[src/rtl/crc8_pkg.sv]
// Shared definitions for the CRC-8 byte-stream sequencer and its serial engine.
//   state_e   : controller FSM states
//   CRC8_INIT : engine register value after reset
//   CRC8_POLY : x^8+x^5+x^4+x^3+1 with the x^8 term dropped
//   MODE_GEN / MODE_CHK : values of the per-frame mode input
package crc8_pkg;

    typedef enum logic [2:0] {
        IDLE,
        SHIFT,
        OUT,
        CMP,
        CRC,
        DONE
    } state_e;

    localparam logic [7:0] CRC8_INIT = 8'hFF;
    localparam logic [7:0] CRC8_POLY = 8'h39;

    localparam logic MODE_GEN = 1'b0;
    localparam logic MODE_CHK = 1'b1;

endpackage

[src/rtl/crc8_stream_ctl_if.sv]
// Byte-stream bundle around the CRC-8 sequencer.
//   mode              : frame mode (0 generate, 1 check)
//   s_data/s_valid/s_last/s_ready : upstream byte stream
//   m_data/m_valid/m_last/m_ready : downstream byte stream
//   chk_valid/chk_ok  : check-mode result
// slave  : view of the sequencer itself
// master : view of the surrounding source/sink
interface crc8_stream_ctl_if;

    logic       mode;
    logic [7:0] s_data;
    logic       s_valid;
    logic       s_last;
    logic       s_ready;
    logic [7:0] m_data;
    logic       m_valid;
    logic       m_last;
    logic       m_ready;
    logic       chk_valid;
    logic       chk_ok;

    modport slave (
        input  mode, s_data, s_valid, s_last, m_ready,
        output s_ready, m_data, m_valid, m_last, chk_valid, chk_ok
    );

    modport master (
        output mode, s_data, s_valid, s_last, m_ready,
        input  s_ready, m_data, m_valid, m_last, chk_valid, chk_ok
    );

endinterface

[src/rtl/crc8_serial.sv]
// Single-bit serial CRC-8 engine, one message bit per enabled clock, MSB first.
//   clk : clock
//   rst : synchronous active-high, loads CRC8_INIT
//   en  : shift one bit this cycle
//   din : message bit
//   crc : engine register, bit-reversed
module crc8_serial
    import crc8_pkg::*;
(
    input  logic       clk,
    input  logic       rst,
    input  logic       en,
    input  logic       din,
    output logic [7:0] crc
);

    logic [7:0] lfsr_q;
    logic [7:0] lfsr_d;
    logic       fb;

    always_comb begin
        fb     = lfsr_q[7] ^ din;
        lfsr_d = lfsr_q;
        if (en) begin
            lfsr_d = {lfsr_q[6:0], 1'b0} ^ (fb ? CRC8_POLY : 8'h00);
        end
    end

    always_ff @(posedge clk) begin
        if (rst) begin
            lfsr_q <= CRC8_INIT;
        end else begin
            lfsr_q <= lfsr_d;
        end
    end

    always_comb begin
        for (int i = 0; i < 8; i++) begin
            crc[i] = lfsr_q[7 - i];
        end
    end

endmodule

[src/rtl/crc8_stream_ctl.sv]
// Byte-stream sequencer for crc8_serial. Each accepted byte is shifted into the
// engine MSB first (8 clocks), then forwarded downstream. Generate-mode frames
// get the CRC byte appended; in check mode the last byte is compared against the
// running CRC and the result reported on chk_valid/chk_ok.
//   clk : clock
//   rst : synchronous active-high reset
//   bus : crc8_stream_ctl_if slave view (mode, s_* in, m_* out, chk_* out)
module crc8_stream_ctl
    import crc8_pkg::*;
(
    input  logic               clk,
    input  logic               rst,
    crc8_stream_ctl_if.slave   bus
);

    state_e     state_q, state_d;
    logic [2:0] cnt_q, cnt_d;
    logic [7:0] held_byte_q, held_byte_d;
    logic       held_last_q, held_last_d;
    logic       mode_q, mode_d;
    logic       active_q, active_d;
    logic       chk_ok_q, chk_ok_d;
    logic       chk_valid_q, chk_valid_d;

    logic       frame_mode;
    logic       s_ready;
    logic       m_valid;
    logic       m_last;
    logic [7:0] m_data;
    logic       eng_rst;
    logic       eng_en;
    logic [7:0] eng_crc;

    // Mode is only sampled on the first byte of a frame; later bytes use the latched copy.
    assign frame_mode = active_q ? mode_q : bus.mode;

    assign eng_rst = rst | (state_q == DONE);
    assign eng_en  = (state_q == SHIFT);

    crc8_serial u_engine (
        .clk (clk),
        .rst (eng_rst),
        .en  (eng_en),
        .din (held_byte_q[cnt_q]),
        .crc (eng_crc)
    );

    always_comb begin
        state_d     = state_q;
        cnt_d       = cnt_q;
        held_byte_d = held_byte_q;
        held_last_d = held_last_q;
        mode_d      = mode_q;
        active_d    = active_q;
        chk_ok_d    = chk_ok_q;
        chk_valid_d = (state_q == CMP);
        s_ready     = 1'b0;
        m_valid     = 1'b0;
        m_last      = 1'b0;
        m_data      = 8'h00;

        case (state_q)
            IDLE: begin
                s_ready = 1'b1;
                if (bus.s_valid) begin
                    held_byte_d = bus.s_data;
                    held_last_d = bus.s_last;
                    if (!active_q) begin
                        mode_d   = bus.mode;
                        active_d = 1'b1;
                    end
                    // The received CRC byte is compared, not shifted into the engine.
                    if (frame_mode == MODE_CHK && bus.s_last) begin
                        state_d = CMP;
                    end else begin
                        state_d = SHIFT;
                        cnt_d   = 3'd7;
                    end
                end
            end
            SHIFT: begin
                if (cnt_q == 3'd0) begin
                    state_d = OUT;
                end else begin
                    cnt_d = cnt_q - 3'd1;
                end
            end
            OUT: begin
                m_valid = 1'b1;
                m_data  = held_byte_q;
                m_last  = held_last_q && (mode_q == MODE_CHK);
                if (bus.m_ready) begin
                    if (!held_last_q) begin
                        state_d = IDLE;
                    end else if (mode_q == MODE_GEN) begin
                        state_d = CRC;
                    end else begin
                        state_d = DONE;
                    end
                end
            end
            CMP: begin
                chk_ok_d = (held_byte_q == eng_crc);
                state_d  = OUT;
            end
            CRC: begin
                m_valid = 1'b1;
                m_data  = eng_crc;
                m_last  = 1'b1;
                if (bus.m_ready) begin
                    state_d = DONE;
                end
            end
            DONE: begin
                active_d = 1'b0;
                cnt_d    = 3'd7;
                state_d  = IDLE;
            end
            default: begin
                state_d = IDLE;
            end
        endcase
    end

    always_ff @(posedge clk) begin
        if (rst) begin
            state_q     <= IDLE;
            cnt_q       <= 3'd7;
            held_last_q <= 1'b0;
            mode_q      <= MODE_GEN;
            active_q    <= 1'b0;
            chk_ok_q    <= 1'b0;
            chk_valid_q <= 1'b0;
        end else begin
            state_q     <= state_d;
            cnt_q       <= cnt_d;
            held_last_q <= held_last_d;
            mode_q      <= mode_d;
            active_q    <= active_d;
            chk_ok_q    <= chk_ok_d;
            chk_valid_q <= chk_valid_d;
        end
    end

    // Payload byte is only observable in OUT/CMP, so it needs no reset.
    always_ff @(posedge clk) begin
        held_byte_q <= held_byte_d;
    end

    assign bus.s_ready   = s_ready;
    assign bus.m_valid   = m_valid;
    assign bus.m_last    = m_last;
    assign bus.m_data    = m_data;
    assign bus.chk_valid = chk_valid_q;
    assign bus.chk_ok    = chk_ok_q;

endmodule

[src/flat_wrapper.sv]
// flat-port wrapper written by rule: the top's interface ports become plain ports
module crc8_stream_ctl_flat import crc8_pkg::*;
  (clk, rst, bus_mode, bus_s_data, bus_s_valid, bus_s_last, bus_m_ready, bus_s_ready, bus_m_data, bus_m_valid, bus_m_last, bus_chk_valid, bus_chk_ok);
  crc8_stream_ctl_if bus_i ();
  input  logic clk;
  input  logic rst;
  input wire logic [$bits(bus_i.mode)-1:0] bus_mode;
  input wire logic [$bits(bus_i.s_data)-1:0] bus_s_data;
  input wire logic [$bits(bus_i.s_valid)-1:0] bus_s_valid;
  input wire logic [$bits(bus_i.s_last)-1:0] bus_s_last;
  input wire logic [$bits(bus_i.m_ready)-1:0] bus_m_ready;
  output wire logic [$bits(bus_i.s_ready)-1:0] bus_s_ready;
  output wire logic [$bits(bus_i.m_data)-1:0] bus_m_data;
  output wire logic [$bits(bus_i.m_valid)-1:0] bus_m_valid;
  output wire logic [$bits(bus_i.m_last)-1:0] bus_m_last;
  output wire logic [$bits(bus_i.chk_valid)-1:0] bus_chk_valid;
  output wire logic [$bits(bus_i.chk_ok)-1:0] bus_chk_ok;
  assign bus_i.mode = bus_mode;
  assign bus_i.s_data = bus_s_data;
  assign bus_i.s_valid = bus_s_valid;
  assign bus_i.s_last = bus_s_last;
  assign bus_i.m_ready = bus_m_ready;
  assign bus_s_ready = bus_i.s_ready;
  assign bus_m_data = bus_i.m_data;
  assign bus_m_valid = bus_i.m_valid;
  assign bus_m_last = bus_i.m_last;
  assign bus_chk_valid = bus_i.chk_valid;
  assign bus_chk_ok = bus_i.chk_ok;
  crc8_stream_ctl u_core (.clk(clk), .rst(rst), .bus(bus_i));
endmodule
[config.mk]
export PLATFORM = sky130hd
export DESIGN_NAME = crc8_stream_ctl_flat
export DESIGN_NICKNAME = d
export VERILOG_FILES = /design/src/rtl/crc8_pkg.sv /design/src/rtl/crc8_stream_ctl_if.sv /design/src/rtl/crc8_serial.sv /design/src/rtl/crc8_stream_ctl.sv /design/src/flat_wrapper.sv
export SDC_FILE = /design/constraint.sdc
export NUM_CORES = 1
export LEC_CHECK = 0
export ABC_AREA = 1
export CAP_MARGIN = 15
export CORE_MARGIN = 2
export CORE_UTILIZATION = 33
export CTS_BUF_LIST = sky130_fd_sc_hd__clkbuf_8
export DETAILED_ROUTE_END_ITERATION = 16
export PLACE_DENSITY = 0.56
export RECOVER_POWER = 100
export SLEW_MARGIN = 20
export SYNTH_ARGS = -nofsm -noshare
export SYNTH_HDL_FRONTEND = slang
export SYNTH_SLANG_ARGS = --single-unit
[constraint.sdc]
create_clock -name clk -period 1.8 [get_ports clk]
set_input_delay 0.36 -clock clk [delete_from_list [all_inputs] [get_ports clk]]
set_output_delay 0.36 -clock clk [all_outputs]
set_load 0.03 [all_outputs]
Word level (Yosys, flattened, before mapping)
Cells that the tools add are included.

word-level totals
  word-level logic and storage cells = 59
  output and inout port bits = 13
  register bits = 27
  input bits = 14

operators by class
  reduce and logical (&&, ||, !) cells = 11
  bitwise gates (word level) = 3
  multiplexer cells = 22
  equality and inequality tests = 12
  $lt $le $gt $ge = 1
  $add $sub $neg = 1

operators by type and width
  cell                 number
  $mux 3               8
  $pmux 8 s2           1
  $pmux 3 s5           1
  $ne 2x2->1 const B   6
  $pmux 3 s3           1
  $eq 8x8->1           1
  $reduce_and 4->1     2
  $xor 8x6->8          1
  $eq 3x2->1 const B   2
  $eq 3x3->1 const B   2
  $logic_not 3->1      2
  $mux 1               6
  $mux 6               1
  $lt 3x4->1 const B   1
  $pmux 1 s2           2
  $reduce_and 2->1     2
  $bmux 1 s3           1
  $eq 3x1->1 const B   1
  $reduce_bool 3->1    1
  $sub 3x1->3 const B  1
  $logic_and 1x1->1    2
  $mux 2               1
  $reduce_bool 2->1    1
  $reduce_or 2->1      1
  other kinds (2)      2

Depth between registers and ports, before layout
Gate-level depths: netlist of run 1.

  depth after elaboration = 5
  gate-level depth with buffers = 10
  mapped depth without buffers = 9

Hierarchy
Synthesis of run 1 repeated with hierarchy kept, for this count alone.

second synthesis, totals
  cell total of the unflattened synthesis = 212
  area total of the unflattened synthesis = 1520.2 um2

by module, submodules not included
  module           times used  cells each  area an instance (um2)  sequential area each (um2)
  crc8_stream_ctl  1           166         1181.1                  460.4
  crc8_serial      1           46          339.1                   160.2

Worst setup path before layout of run 1
OpenSTA, ideal clock, no wires.

  path type = reg-to-output
  start point = register u_core.state_q[2]
  end point = output bus_m_data[2]
  arrival = 1.409 ns
  stages on the path, launching flop included = 6
  required time = 1.440 ns
  buffers on the path = 2
  slack = 0.031 ns
  cells stage by stage = dfxtp_1 buf_6 inv_4 nand3_2 buf_6 o21ai_0

on the way
  longest elaborated chain between the ends = 2
  elaborated cells between the ends (all ways) = 3
  those cells by class = 2 x eq/ne; 1 x mux

RTL lines
  item                                             line                    source
  start: declaration                               crc8_stream_ctl.sv:16   state_e state_q, state_d;
  start signal: assignment                         crc8_stream_ctl.sv:135  state_q <= state_d;
  $eq 3x3->1 / $eq 3x2->1 (equally long branches)  crc8_stream_ctl.sv:62   case (state_q)
  $pmux 8 s2 *                                     crc8_stream_ctl.sv:62
  end: declaration                                 flat_wrapper.sv:13      output wire logic [$bits(bus_i.m_data)-1:0] bus_m_data;

Every way passes the cells marked *; elsewhere a longest branch is shown, timed or not.

Worst setup path in the final report of run 1
  start point = register u_core.state_q[0]
  end point = output bus_m_data[5]

The elaborated chain is that of the path after synthesis.

==> results, run 1 <==
- The post-placement cell count is 261.
- The final standard cell count with taps included and fillers excluded is 266.
- The final number of hold-violating endpoints is 0.
- The worst hold path begins at u_core.mode_q.
- The first-pass GRT wire length is 5851 µm.
- In the final timing run, aggregate negative setup slack is 0 ps.
- In the final routed layout, each cell accounts on average for 13.33 µm.
- The count of max-cap constraint violations is 0.
- The initial detailed-routing violation count is 82.
- The post-route netlist has 17.76% of its cells at a drive strength greater than 1.
- The diode insertion count for antenna repair is 0.
- The critical path startpoint is u_core.state_q[0].
- The total via count in the routed design is 1307.
- The pre-antenna-repair detailed-routing pass consisted of 4 iterations.
- The die area is 4989 µm².
- The number of nets with antenna violations after detailed routing is 0.
- For the pin with the worst max-slew slack, the measured transition is 760.6 ps.
- Cell internal power was estimated by the tool at 0.001717 W.
- The initial utilization of the core area, before any placement, comes to 33.88%.
- The worst voltage drop across the vdd grid is 0.0008020 V.
- Clock tree synthesis selected as its root buffer the cell sky130_fd_sc_hd__clkbuf_8.
- The number of buffers inserted by port buffering is 26.
- Data arrives at the worst endpoint at 1370 ps.
- The worst path needs 1728 ps of the cycle, external delays included.
- Summed over all nets, the switching power comes to 0.001749 W.
- In this run, synthesis produced a sequential element count of 27.
- The total standard cell area after synthesis is 1465 µm².
- Clock skew on the completed layout was measured at 8.425 ps.
- The die extent in x is 70.63 µm.
- Wires add up to 3546 µm.
- After the last flow step, the layout net total stands at 231.
- The initial antenna violation count is 0.
- STA classifies the critical path endpoint as an output port.
- The residual overflow from global routing is 0.
- The critical register-to-register path startpoint is u_core.state_q[0].
- At the end of routability-driven placement, the weighted congestion stood at 0.8602.
- Per report_power, the sequential group accounts for 30.8% of the total.
- Across every metal layer, demand over resource in global routing totals 14.57%.
- The maximum number of pins on one net before global-route repair is 18.
- The final critical-path share of the clock period is 95.99%.
- In the routed design, unresolved DRC markers number 0.
- Setup repair after global routing left no endpoint under its margin.
- The H-tree depth reported by CTS is 1.
- Yosys printed 0 warnings.
- The critical path is of the flop to output port type.
- At the later pin of the worst-skew pair, clock insertion delay measures 290 ps.
- The number of placement rows is 24.
- The leakage power is 0.7992 nW.
- The power share of the combinational group is 58.2%.
- The clock-pin slew reported for the worst setup and hold paths after clock tree synthesis is 100 ps.
- TritonCTS built the clock tree.
- Setup violations remaining at the end of the flow were counted as 0.
- The HPWL after detailed placement is 2676 µm.
- The largest buffer count on any clock path is 2.
- For the worst setup path, the data required time is 1440 ps.
- Sequential elements use 42.36% of the synthesized area.
- The number of different library cells used by synthesis comes to 29.
- The via density per instance is 4.914.
- The TritonCTS buffer count is 3.
- The cell count after synthesis is 181.
- The path class of the tightest hold or removal check is flop to flop.
- The type of origin of the critical path is a flop.
- In this run, the clock network consumes 10.9% of the power.
- The headroom to the max-slew limit is 48.95%.
- The post-synth net total is 197.
- The area of the core is 4324 µm².
- The switching share of total power is 50.46%.
- The final-report max-slew violation count is 0.
- The total number of clock tree sinks is 27.
- Along the worst path, the maximum fanout reaches 8.
- The via count of the first global-routing pass was 1186.
- The worst reg-to-reg setup slack is 140 ps.
- The per-instance average area after synthesis is 8.095 µm².
- Compared with the post-synthesis result, the final layout area differs by 23.06%.
- The upper clock frequency limit is 578.8 MHz.
- 27 I/O pins were placed.
- Measured along the y axis, the die boundary spans 70.63 µm.
- Dividing total power by cell area gives a power density of 1922 nW/µm².
- The flow ran to the end, and the final reports show no timing, DRC or antenna violations.
[stage by stage]
step	utilization, %	setup WS, ps	area (µm²)	hold WS [ps]	total power, W
finish	41.70	72.15	1803	496.0	0.003465
global route	41.70	1.339	1803	525.5	0.003725
CTS	42.62	5.461	1843	494.2	0.003606
detailed placement	41.29	132.5	1785	479.4	0.003222
global placement	41.29	139.5	1785	465.0	0.003220
floorplan	-	30.55	1465	438.7	0.002578
[metal layers]
layer	GRT usage, %	up-vias	wire length (µm)	share of wire, %
met2	22.43	23	1646	46
met3	1.709	4	113	3.2
met5	0	-	0	0
li1	-	688	-	-
met1	21.51	592	1742	49
met4	4.403	0	44	1.2
[final timing paths]
| path | end | cells past startpoint |
|---|---|---|
| setup / recovery | bus_m_data[5] | 5 |
| hold / removal | u_core.mode_q | 2 |
| setup reg to reg | u_core.held_byte_q[4] | 6 |
| hold reg to reg | u_core.mode_q | 2 |
[power by group through the flow]
stage	sequential, W	combinational (W)	clock, W
5_1_grt	0.00109	0.00222	0.000414
4_1_cts	0.00106	0.00217	0.000381
6_report	0.00107	0.00202	0.000379
2_1_floorplan	0.00102	0.00156	0
3_3_place_gp	0.00106	0.00216	0
3_5_place_dp	0.00106	0.00216	0
[state kept, by name (all words and copies together), names as in the netlist]
name / cells
u_core.active_q: 1
u_core.held_byte_q: 8
u_core.held_last_q: 1
u_core.u_engine.lfsr_q: 8
u_core.state_q: 3
u_core.bus.chk_valid: 1
u_core.bus.chk_ok: 1
u_core.mode_q: 1
u_core.cnt_q: 3
[cell type report]
type                    instances  area, µm²
repair buffers                 32      260.3
clock buffers                   3      41.29
flip-flops and latches         27      625.6
inverters                      29      112.6
fillers                       478       2521
clock inverters                 1      8.758
multi-input cells             122      689.4
well taps                      52      65.06
[cells in the final DEF (no fill, tap or decap), types with 3 or more instances in the layout]
master,instances
sky130_fd_sc_hd__a21oi_1,14
sky130_fd_sc_hd__buf_2,4
sky130_fd_sc_hd__buf_4,6
sky130_fd_sc_hd__clkbuf_8,3
sky130_fd_sc_hd__clkdlybuf4s50_1,4
sky130_fd_sc_hd__dfxtp_1,17
sky130_fd_sc_hd__dlygate4sd3_1,11
sky130_fd_sc_hd__edfxtp_1,8
sky130_fd_sc_hd__inv_1,22
sky130_fd_sc_hd__inv_2,3
sky130_fd_sc_hd__nand2_1,31
sky130_fd_sc_hd__nand3_1,22
sky130_fd_sc_hd__nor2_1,3
sky130_fd_sc_hd__nor3_1,3
sky130_fd_sc_hd__o211ai_1,4
sky130_fd_sc_hd__o21ai_0,12
sky130_fd_sc_hd__o21ai_1,5
sky130_fd_sc_hd__o21ai_2,3
sky130_fd_sc_hd__o22ai_1,4
sky130_fd_sc_hd__xor2_1,4
[cell families (layout without fill, tap and decap cells)]
kind of cell / count (synthesis) / count (layout) / share of synthesized area [%]
compound gates: 44 / 44 / 17.59
xor+xnor: 6 / 6 / 3.587
fa+ha+maj: 2 / 2 / 1.708
buf+inv: 32 / 65 / 9.991
flops: 27 / 27 / 42.36
simple gates: 70 / 70 / 24.76
[what timing repair did]
item | CTS | global route
buffers inserted | 0 | 1
hold buffers | 0 | 0
hold endpoints to repair | 0 | 0
gates cloned | 0 | 0
pin swaps | 0 | 1
gates resized for setup | 4 | 6
endpoints found under the setup margin | 6 | 8
[Yosys cell counts (all sizes together)]
library cell	count	area share, %
xor2	4	2.4
nor3	3	1.0
nand3	25	9.9
inv	28	7.7
o22ai	6	2.6
buf	3	2.0
edfxtp	8	16
nor2	5	2.0
xnor2	2	1.2
nor4	1	0.43
o211ai	4	2.4
nand4	2	0.85
clkinv	1	0.26
a21oi	14	4.8
o21ai	20	7.9
dfxtp	19	26
nand2	34	11
ha	2	1.7
[worst max-delay path, cell delays in order, from the launching register on]
cell and delay [ps]:
sky130_fd_sc_hd__dfxtp_4 380, sky130_fd_sc_hd__nor2_4 110, sky130_fd_sc_hd__buf_6 120, sky130_fd_sc_hd__nand2_4 90, sky130_fd_sc_hd__o22ai_1 160, sky130_fd_sc_hd__clkbuf_2 230
Power figures use the tool's default switching activity.
==> inputs of run 2 (changes only) <==
--- a/config.mk
+++ b/config.mk
@@ -13,6 +13,7 @@
 export DETAILED_ROUTE_END_ITERATION = 16
 export PLACE_DENSITY = 0.56
 export RECOVER_POWER = 100
+export SKIP_LAST_GASP = 1
 export SLEW_MARGIN = 20
 export SYNTH_ARGS = -nofsm -noshare
 export SYNTH_HDL_FRONTEND = slang
==> constraint.sdc (replaced) <==
create_clock -name clk -period 2.2 [get_ports clk]
set_input_delay 0.44 -clock clk [delete_from_list [all_inputs] [get_ports clk]]
set_output_delay 0.44 -clock clk [all_outputs]
set_load 0.03 [all_outputs]
==> run 2 against run 1 <==
Effect of this change: cell area is 2.5% lower; via count is 0.77% lower; first-iteration DRC count shrank 12%; die area is the same; hold slack worse by 7.6 ps; sequential share of layout area up 0.60 points; total power decreased by 22%; sequential power fell by 18%; critical path type unchanged.
==> results, run 2 (synthesis results as in run 1) <==
- Status: finished clean (unchanged).
- The number of setup violations in the final report is 0 (unchanged).
- The weighted congestion at the end of routability-driven global placement is 0.8531 (was 0.8602).
- The cell-internal power is 0.001310 W (was 0.001717 W).
- The total via count in the routed design is 1297 (was 1307).
- Highest-count cells in the layout ignoring fill and taps: sky130_fd_sc_hd__nand2_1 (32), sky130_fd_sc_hd__inv_1 (22), sky130_fd_sc_hd__nand3_1 (22), sky130_fd_sc_hd__dfxtp_1 (19) (was sky130_fd_sc_hd__nand2_1 (31), sky130_fd_sc_hd__inv_1 (22), sky130_fd_sc_hd__nand3_1 (22), sky130_fd_sc_hd__dfxtp_1 (17), sky130_fd_sc_hd__a21oi_1 (14)).
- The ratio of total power to cell area is 1533 nW/µm² (was 1922 nW/µm²).
- The number of instances resized during post-cts repair is 10 (was 4).
- The total routing usage reported by global routing is 14.63% (was 14.57%).
- The total power draw is 0.002695 W (was 0.003465 W).
- Biggest regs: u_core.held_byte_q (8), u_core.u_engine.lfsr_q (8) (unchanged).
- The via density per instance came to 4.950 (was 4.914).
- The die area is 4989 µm² (unchanged).
- The initial antenna violation count came to 0 (unchanged).
- The endpoint required time on the critical path is 1760 ps (was 1440 ps).
- The family of cells with the greatest summed delay on the critical path is simple AND/OR/NAND/NOR gates (was flip-flops).
- The final routed wire length divided by cell count is 13.10 µm (was 13.33 µm).
- The final critical-path share of the clock period is 94.05%.
- The final total negative setup slack is 0 ps (unchanged).
- The number of ports placed on the die boundary came to 27 (unchanged).
- The data arrival time of the critical path is 1630 ps (was 1370 ps).
- The largest buffer count on any clock path is 2 (unchanged).
- The most frequent standard cell in the layout excluding fill and tap cells is sky130_fd_sc_hd__nand2_1 (unchanged).
- The class of the most critical setup path is flop to output port (unchanged).
- The number of placement rows is 24 (unchanged).
- The switching power summed over all nets is 0.001385 W (was 0.001749 W).
- The number of remaining DRC errors came to 0 (unchanged).
- The summed area of non-filler cells in the final layout is 1758 µm² (was 1803 µm²).
- The pin slew with the least headroom to its limit came to 724.7 ps (was 760.6 ps).
- The count of max-cap constraint violations is 0 (unchanged).
- The worst reg-to-reg setup slack is 240 ps (was 140 ps).
- The number of optimization iterations in the first detailed-route pass is 4 (unchanged).
- The diode insertion count for antenna repair is 0 (unchanged).
- The endpoint class of the critical path is an output port (unchanged).
- The critical path's slowest cell is sky130_fd_sc_hd__dfxtp_1 (was sky130_fd_sc_hd__dfxtp_4).
- The area growth from synthesis to layout is 19.98% (was 23.06%).
- The first-pass GRT wire length is 5844 µm (was 5851 µm).
- The longest individual stage delay on the worst path was 390 ps (was 380 ps).
- After layout, the minimum clock period comes to 2069 ps.
- The clock network latency to the later pin of the worst-skew pair is 280 ps (was 290 ps).
- The number of buffers inserted by port buffering is 26 (unchanged).
- The number of buffers inserted by post-CTS setup repair is 0 (unchanged).
- The HPWL after detailed placement is 2642 µm (was 2676 µm).
- The final clock skew is 7.204 ps (was 8.425 ps).
- The TritonCTS buffer count was 3 (unchanged).
- The H-tree depth reported by CTS is 1 (unchanged).
- The upper clock frequency limit is 483.3 MHz.
- The initial detailed-routing violation count is 72 (was 82).
- The total number of nets in the final design came to 227 (was 231).
- The total of hold buffers inserted after clock tree synthesis was 0 (unchanged).
- The type of origin of the critical path is a flop (unchanged).
- The critical path buffer and inverter count was 2 (unchanged).
- The largest driver fanout on the critical path is 11 (was 8).
- The clock-pin slew reported for the worst setup and hold paths after clock tree synthesis is 90 ps (was 100 ps).
- The via count of the first global-routing pass is 1292 (was 1186).
- The clock group share of total power is 10.7% (was 10.9%).
- The setup slack at placement is 69.23 ps (was 132.5 ps).
- The post-detailed-placement cell area was 1775 µm² (was 1785 µm²).
- The share of total power in sequential cells was 32.6% (was 30.8%).
- The final design utilization is 40.65% (was 41.70%).
- The die boundary height was 70.63 µm (unchanged).
- The headroom to the max-slew limit is 51.36% (was 48.95%).
- The worst hold path class is flop to flop (unchanged).
- The residual overflow from global routing is 0 (unchanged).
- The setup slack after layout is 130.9 ps (was 72.15 ps).
- The final-report max-slew violation count is 0 (unchanged).
- The root buffer cell is sky130_fd_sc_hd__clkbuf_8 (unchanged).
- The die extent in x is 70.63 µm (unchanged).
- Setup repair after global routing missed its margin: false (unchanged).
- By instance count, the cell type seen most on the critical path is sky130_fd_sc_hd__nand2_1.
- The maximum number of pins on one net before global-route repair is 16 (was 18).
- The clock tree from TritonCTS is built (unchanged).
- The power share of the combinational group was 56.7% (was 58.2%).
- The switching share of total power came to 51.37% (was 50.46%).
- The leakage power is 0.7887 nW (was 0.7992 nW).
- The worst voltage drop across the vdd grid is 0.0005067 V (was 0.0008020 V).
- Critical path, cell by cell: inv_2 -> nand3_2 -> nor2_2 -> nand2_1 -> nand2_1 -> clkdlybuf4s15_1 (was nor2_4 -> buf_6 -> nand2_4 -> o22ai_1 -> clkbuf_2).
- The starting density of the core is 33.88% (unchanged).
- The final number of hold-violating endpoints is 0 (unchanged).
- The total number of clock tree sinks is 27 (unchanged).
- The area of the core is 4324 µm² (unchanged).
- The number of nets with antenna violations after detailed routing was 0 (unchanged).
- The wire length after detailed routing is 3431 µm (was 3546 µm).
- The ratio of cells with drive above 1 in the final layout came to 10.48% (was 17.76%).
run 2: cell count changes in the layout (fill, tap and decap cells not counted), sizes merged:
| cell | change |
|---|---|
| clkdlybuf4s15 | +1 |
| buf | -11 |
| dlygate4sd2 | +6 |
run 2: power by group through the flow:
stage / Clock (W) / Combinational [W] / Sequential, W
floorplan: 0 / 0.00127 / 0.000837
global placement: 0 / 0.00171 / 0.000889
detailed placement: 0 / 0.00170 / 0.000889
CTS: 0.000298 / 0.00163 / 0.000876
global route: 0.000313 / 0.00170 / 0.000900
finish: 0.000288 / 0.00153 / 0.000878
run 2: final timing paths:
| check | cells past startpoint | endpoint | start |
|---|---|---|---|
| setup / recovery | 6 | bus_m_last | u_core.state_q[0] |
| hold / removal | 2 | u_core.mode_q | u_core.mode_q |
| setup reg to reg | 8 | u_core.state_q[2] | u_core.state_q[2] |
| hold reg to reg | 2 | u_core.mode_q | u_core.mode_q |
run 2: layer usage:
layer / global-route usage (%) / routed length (µm) / vias up
met1: 19.11 / 1652 / 593
met3: 2.279 / 115 / 4
met2: 24.42 / 1619 / 27
met4: 5.660 / 44 / 0
li1: - / - / 673
met5: 0 / 0 / -
run 2: cell type report:
| type | instances | area, µm² |
|---|---|---|
| fillers | 472 | 2566 |
| multi-input cells | 122 | 668.1 |
| flip-flops and latches | 27 | 620.6 |
| repair buffers | 28 | 242.7 |
| inverters | 29 | 115.1 |
| well taps | 52 | 65.06 |
| clock buffers | 3 | 41.29 |
| clock inverters | 1 | 5.005 |
run 2: stage by stage:
step | hold WS, ps | std cells
after floorplan | 440.5 | 181
after CTS | 492.5 | 262
after global placement | 480.5 | 258
after detailed placement | 474.0 | 258
final | 488.4 | 262
after global routing | 514.0 | 262
run 2: worst min-delay path, cell delays in order, from the launching register on:
cell and delay [ps]:
sky130_fd_sc_hd__dfxtp_1 330, sky130_fd_sc_hd__inv_1 70, sky130_fd_sc_hd__a21oi_1 50
==> inputs of run 3 (changes only) <==
==> constraint.sdc (replaced) <==
create_clock -name clk -period 2.2 [get_ports clk]
set_input_delay 0.44 -clock clk [delete_from_list [all_inputs] [get_ports clk]]
set_output_delay 0.44 -clock clk [all_outputs]
set_load 0.01 [all_outputs]
==> run 3 against run 2 <==
Effect of this change: combinational power about the same; flip-flop and latch count unchanged; hold slack worse by 2.6 ps; clock-buffer cell count unchanged; routed wire length up 3.3%; critical path type unchanged.
==> results, run 3 (synthesis results as in run 1) <==
- The critical path's most frequent cell is sky130_fd_sc_hd__nand2_1 (unchanged).
- The worst hold path class is flop to flop (unchanged).
- The via count of the first global-routing pass came to 1241 (was 1292).
- The final clock skew is 2.147 ps (was 7.204 ps).
- The type of origin of the critical path is a flop (unchanged).
- The worst voltage drop across the vdd grid is 0.0004699 V (was 0.0005067 V).
- The final-report max-slew violation count is 0 (unchanged).
- Biggest regs: u_core.held_byte_q (8), u_core.u_engine.lfsr_q (8) (unchanged).
- Status: finished clean (unchanged).
- The class of the most critical setup path is flop to output port (unchanged).
- The H-tree depth reported by CTS came to 1 (unchanged).
- The wire length after detailed routing is 3544 µm (was 3431 µm).
- The final critical-path share of the clock period is 95.90% (was 94.05%).
- The number of nets with antenna violations after detailed routing is 0 (unchanged).
- The longest individual stage delay on the worst path is 530 ps (was 390 ps).
- The starting density of the core is 33.88% (unchanged).
- The summed area of non-filler cells in the final layout is 1814 µm² (was 1758 µm²).
- The combined flip-flop and latch cell area is 626.9 µm² (was 620.6 µm²).
- The root buffer cell is sky130_fd_sc_hd__clkbuf_8 (unchanged).
- The area growth from synthesis to layout is 23.83% (was 19.98%).
- The total routing usage reported by global routing is 14.83% (was 14.63%).
- The clock network latency to the later pin of the worst-skew pair is 270 ps (was 280 ps).
- The final number of hold-violating endpoints is 0 (unchanged).
- The critical path's slowest cell is sky130_fd_sc_hd__clkdlybuf4s50_1 (was sky130_fd_sc_hd__dfxtp_1).
- The footprint of the multi-input gates came to 684.4 µm² (was 668.1 µm²).
- The final routed wire length divided by cell count is 13.48 µm (was 13.10 µm).
- The final critical delay including setup and external delays is 2110 ps (was 2069 ps).
- Critical path, cell by cell: inv_2 -> nand3_4 -> nor2_2 -> nand2_1 -> nand2_1 -> clkdlybuf4s50_1 (was inv_2 -> nand3_2 -> nor2_2 -> nand2_1 -> nand2_1 -> clkdlybuf4s15_1).
- The via density per instance was 5.076 (was 4.950).
- The upper clock frequency limit is 474.0 MHz (was 483.3 MHz).
- The TritonCTS buffer count was 3 (unchanged).
- The weighted congestion at the end of routability-driven global placement is 0.8047 (was 0.8531).
- The critical path buffer and inverter count is 2 (unchanged).
- The endpoint required time on the critical path is 1760 ps (about the same).
- The most frequent standard cell in the layout excluding fill and tap cells is sky130_fd_sc_hd__nand2_1 (unchanged).
- The initial antenna violation count is 0 (unchanged).
- The family of cells with the greatest summed delay on the critical path is buffers and inverters (was simple AND/OR/NAND/NOR gates).
- The setup slack at placement came to 176.9 ps (was 69.23 ps).
- The headroom to the max-slew limit is 49.50% (was 51.36%).
- The die boundary height came to 70.63 µm (unchanged).
- The leakage power is 0.7722 nW (was 0.7887 nW).
- The worst hold slack after final layout is 485.8 ps (was 488.4 ps).
- The number of setup violations in the final report was 0 (unchanged).
- The clock-pin slew reported for the worst setup and hold paths after clock tree synthesis is 90 ps (about the same).
- The diode insertion count for antenna repair came to 0 (unchanged).
- The post-detailed-placement cell area is 1768 µm² (was 1775 µm²).
- The number of remaining DRC errors is 0 (unchanged).
- The initial detailed-routing violation count is 55 (was 72).
- The total via count in the routed design is 1335 (was 1297).
- The endpoint class of the critical path was an output port (unchanged).
- The number of optimization iterations in the first detailed-route pass is 4 (unchanged).
- The HPWL after detailed placement is 2682 µm (was 2642 µm).
- The count of max-cap constraint violations is 0 (unchanged).
- The first-pass GRT wire length was 5844 µm (unchanged).
- The number of ports placed on the die boundary is 27 (unchanged).
- The number of placement rows is 24 (unchanged).
- The data arrival time of the critical path is 1670 ps (was 1630 ps).
- The die area is 4989 µm² (unchanged).
- The area of the core was 4324 µm² (unchanged).
- The largest driver fanout on the critical path is 11 (unchanged).
- The die extent in x came to 70.63 µm (unchanged).
- The hold path depth is 2 (unchanged).
- The critical path depth is 6 (unchanged).
- The ratio of total power to cell area is 1475 nW/µm² (was 1533 nW/µm²).
- The number of buffers inserted by port buffering is 26 (unchanged).
- The setup slack after layout is 90.19 ps (was 130.9 ps).
- The ratio of cells with drive above 1 in the final layout is 12.32% (was 10.48%).
- The pin slew with the least headroom to its limit was 752.5 ps (was 724.7 ps).
- The total number of nets in the final design came to 228 (was 227).
- The total number of clock tree sinks is 27 (unchanged).
- The largest buffer count on any clock path is 2 (unchanged).
- The clock tree from TritonCTS is built (unchanged).
- The maximum number of pins on one net before global-route repair was 16 (unchanged).
- The residual overflow from global routing came to 0 (unchanged).
- The number of fillers in the final layout is 464 (was 472).
- The logic depth of the worst register-to-register path is 7 (was 8).
- Highest-count cells in the layout ignoring fill and taps: sky130_fd_sc_hd__nand2_1 (30), sky130_fd_sc_hd__inv_1 (22), sky130_fd_sc_hd__nand3_1 (22), sky130_fd_sc_hd__dfxtp_1 (16), sky130_fd_sc_hd__clkdlybuf4s50_1 (15) (was sky130_fd_sc_hd__nand2_1 (32), sky130_fd_sc_hd__inv_1 (22), sky130_fd_sc_hd__nand3_1 (22), sky130_fd_sc_hd__dfxtp_1 (19)).
run 3: cell count changes in the layout (fill, tap and decap cells not counted), sizes merged:
cell	change
clkbuf	-2
clkdlybuf4s15	-1
clkdlybuf4s50	+11
clkinvlp	-1
dlygate4sd2	-7
inv	+1
run 3: cell type report:
| class | count | share of cell area (%) |
|---|---|---|
| multi-input combinational | 122 | 37.72 |
| sequential | 27 | 34.55 |
| timing repair buffer | 29 | 15.17 |
| inverter | 29 | 6.414 |
| tap | 52 | 3.586 |
| clock buffer | 3 | 2.276 |
| clock inverter | 1 | 0.2759 |
run 3: path summary, 6_finish.rpt:
kind / endpoint / startpoint / slack (ps)
worst max-delay path: bus_m_last / u_core.state_q[0] / 90
worst min-delay path: u_core.mode_q / u_core.mode_q / 490
worst max register to register: u_core.state_q[1] / u_core.state_q[2] / 310
worst min register to register: u_core.mode_q / u_core.mode_q / 490
run 3: report_power, final:
part	switching [W]	leakage [nW]	internal, W
Sequential	0.000183	0.233	0.000705
Combinational	0.000881	0.514	0.000618
Clock	0.000161	0.0255	0.000127
run 3: repair_timing:
action	CTS	global route
pin swaps	0	1
gates resized for setup	4	3
setup endpoints to repair	9	9
hold buffers	0	0
setup buffers	0	2
run 3: tightest hold or removal path: cells and delay by family (launching register included):
kind | cells | cell delay, ps
DFF | 1 | 330
AOI/OAI and AO/OA | 1 | 60
buffers and inverters | 1 | 60
run 3: through the flow:
step	util, %	total power [W]	TNS (ps)	instances
5_1_grt	41.96	0.002893	-14.74	263
2_1_floorplan	-	0.001914	0	181
6_report	41.96	0.002675	0	263
3_5_place_dp	40.89	0.002390	0	257
3_3_place_gp	40.89	0.002391	0	257
4_1_cts	42.16	0.002712	0	261
run 3: metal layers:
metal | global-route usage, % | wire length, µm
met1 | 20.00 | 1712
met2 | 24.11 | 1638
met3 | 2.137 | 127
met4 | 5.870 | 66
met5 | 0 | 0
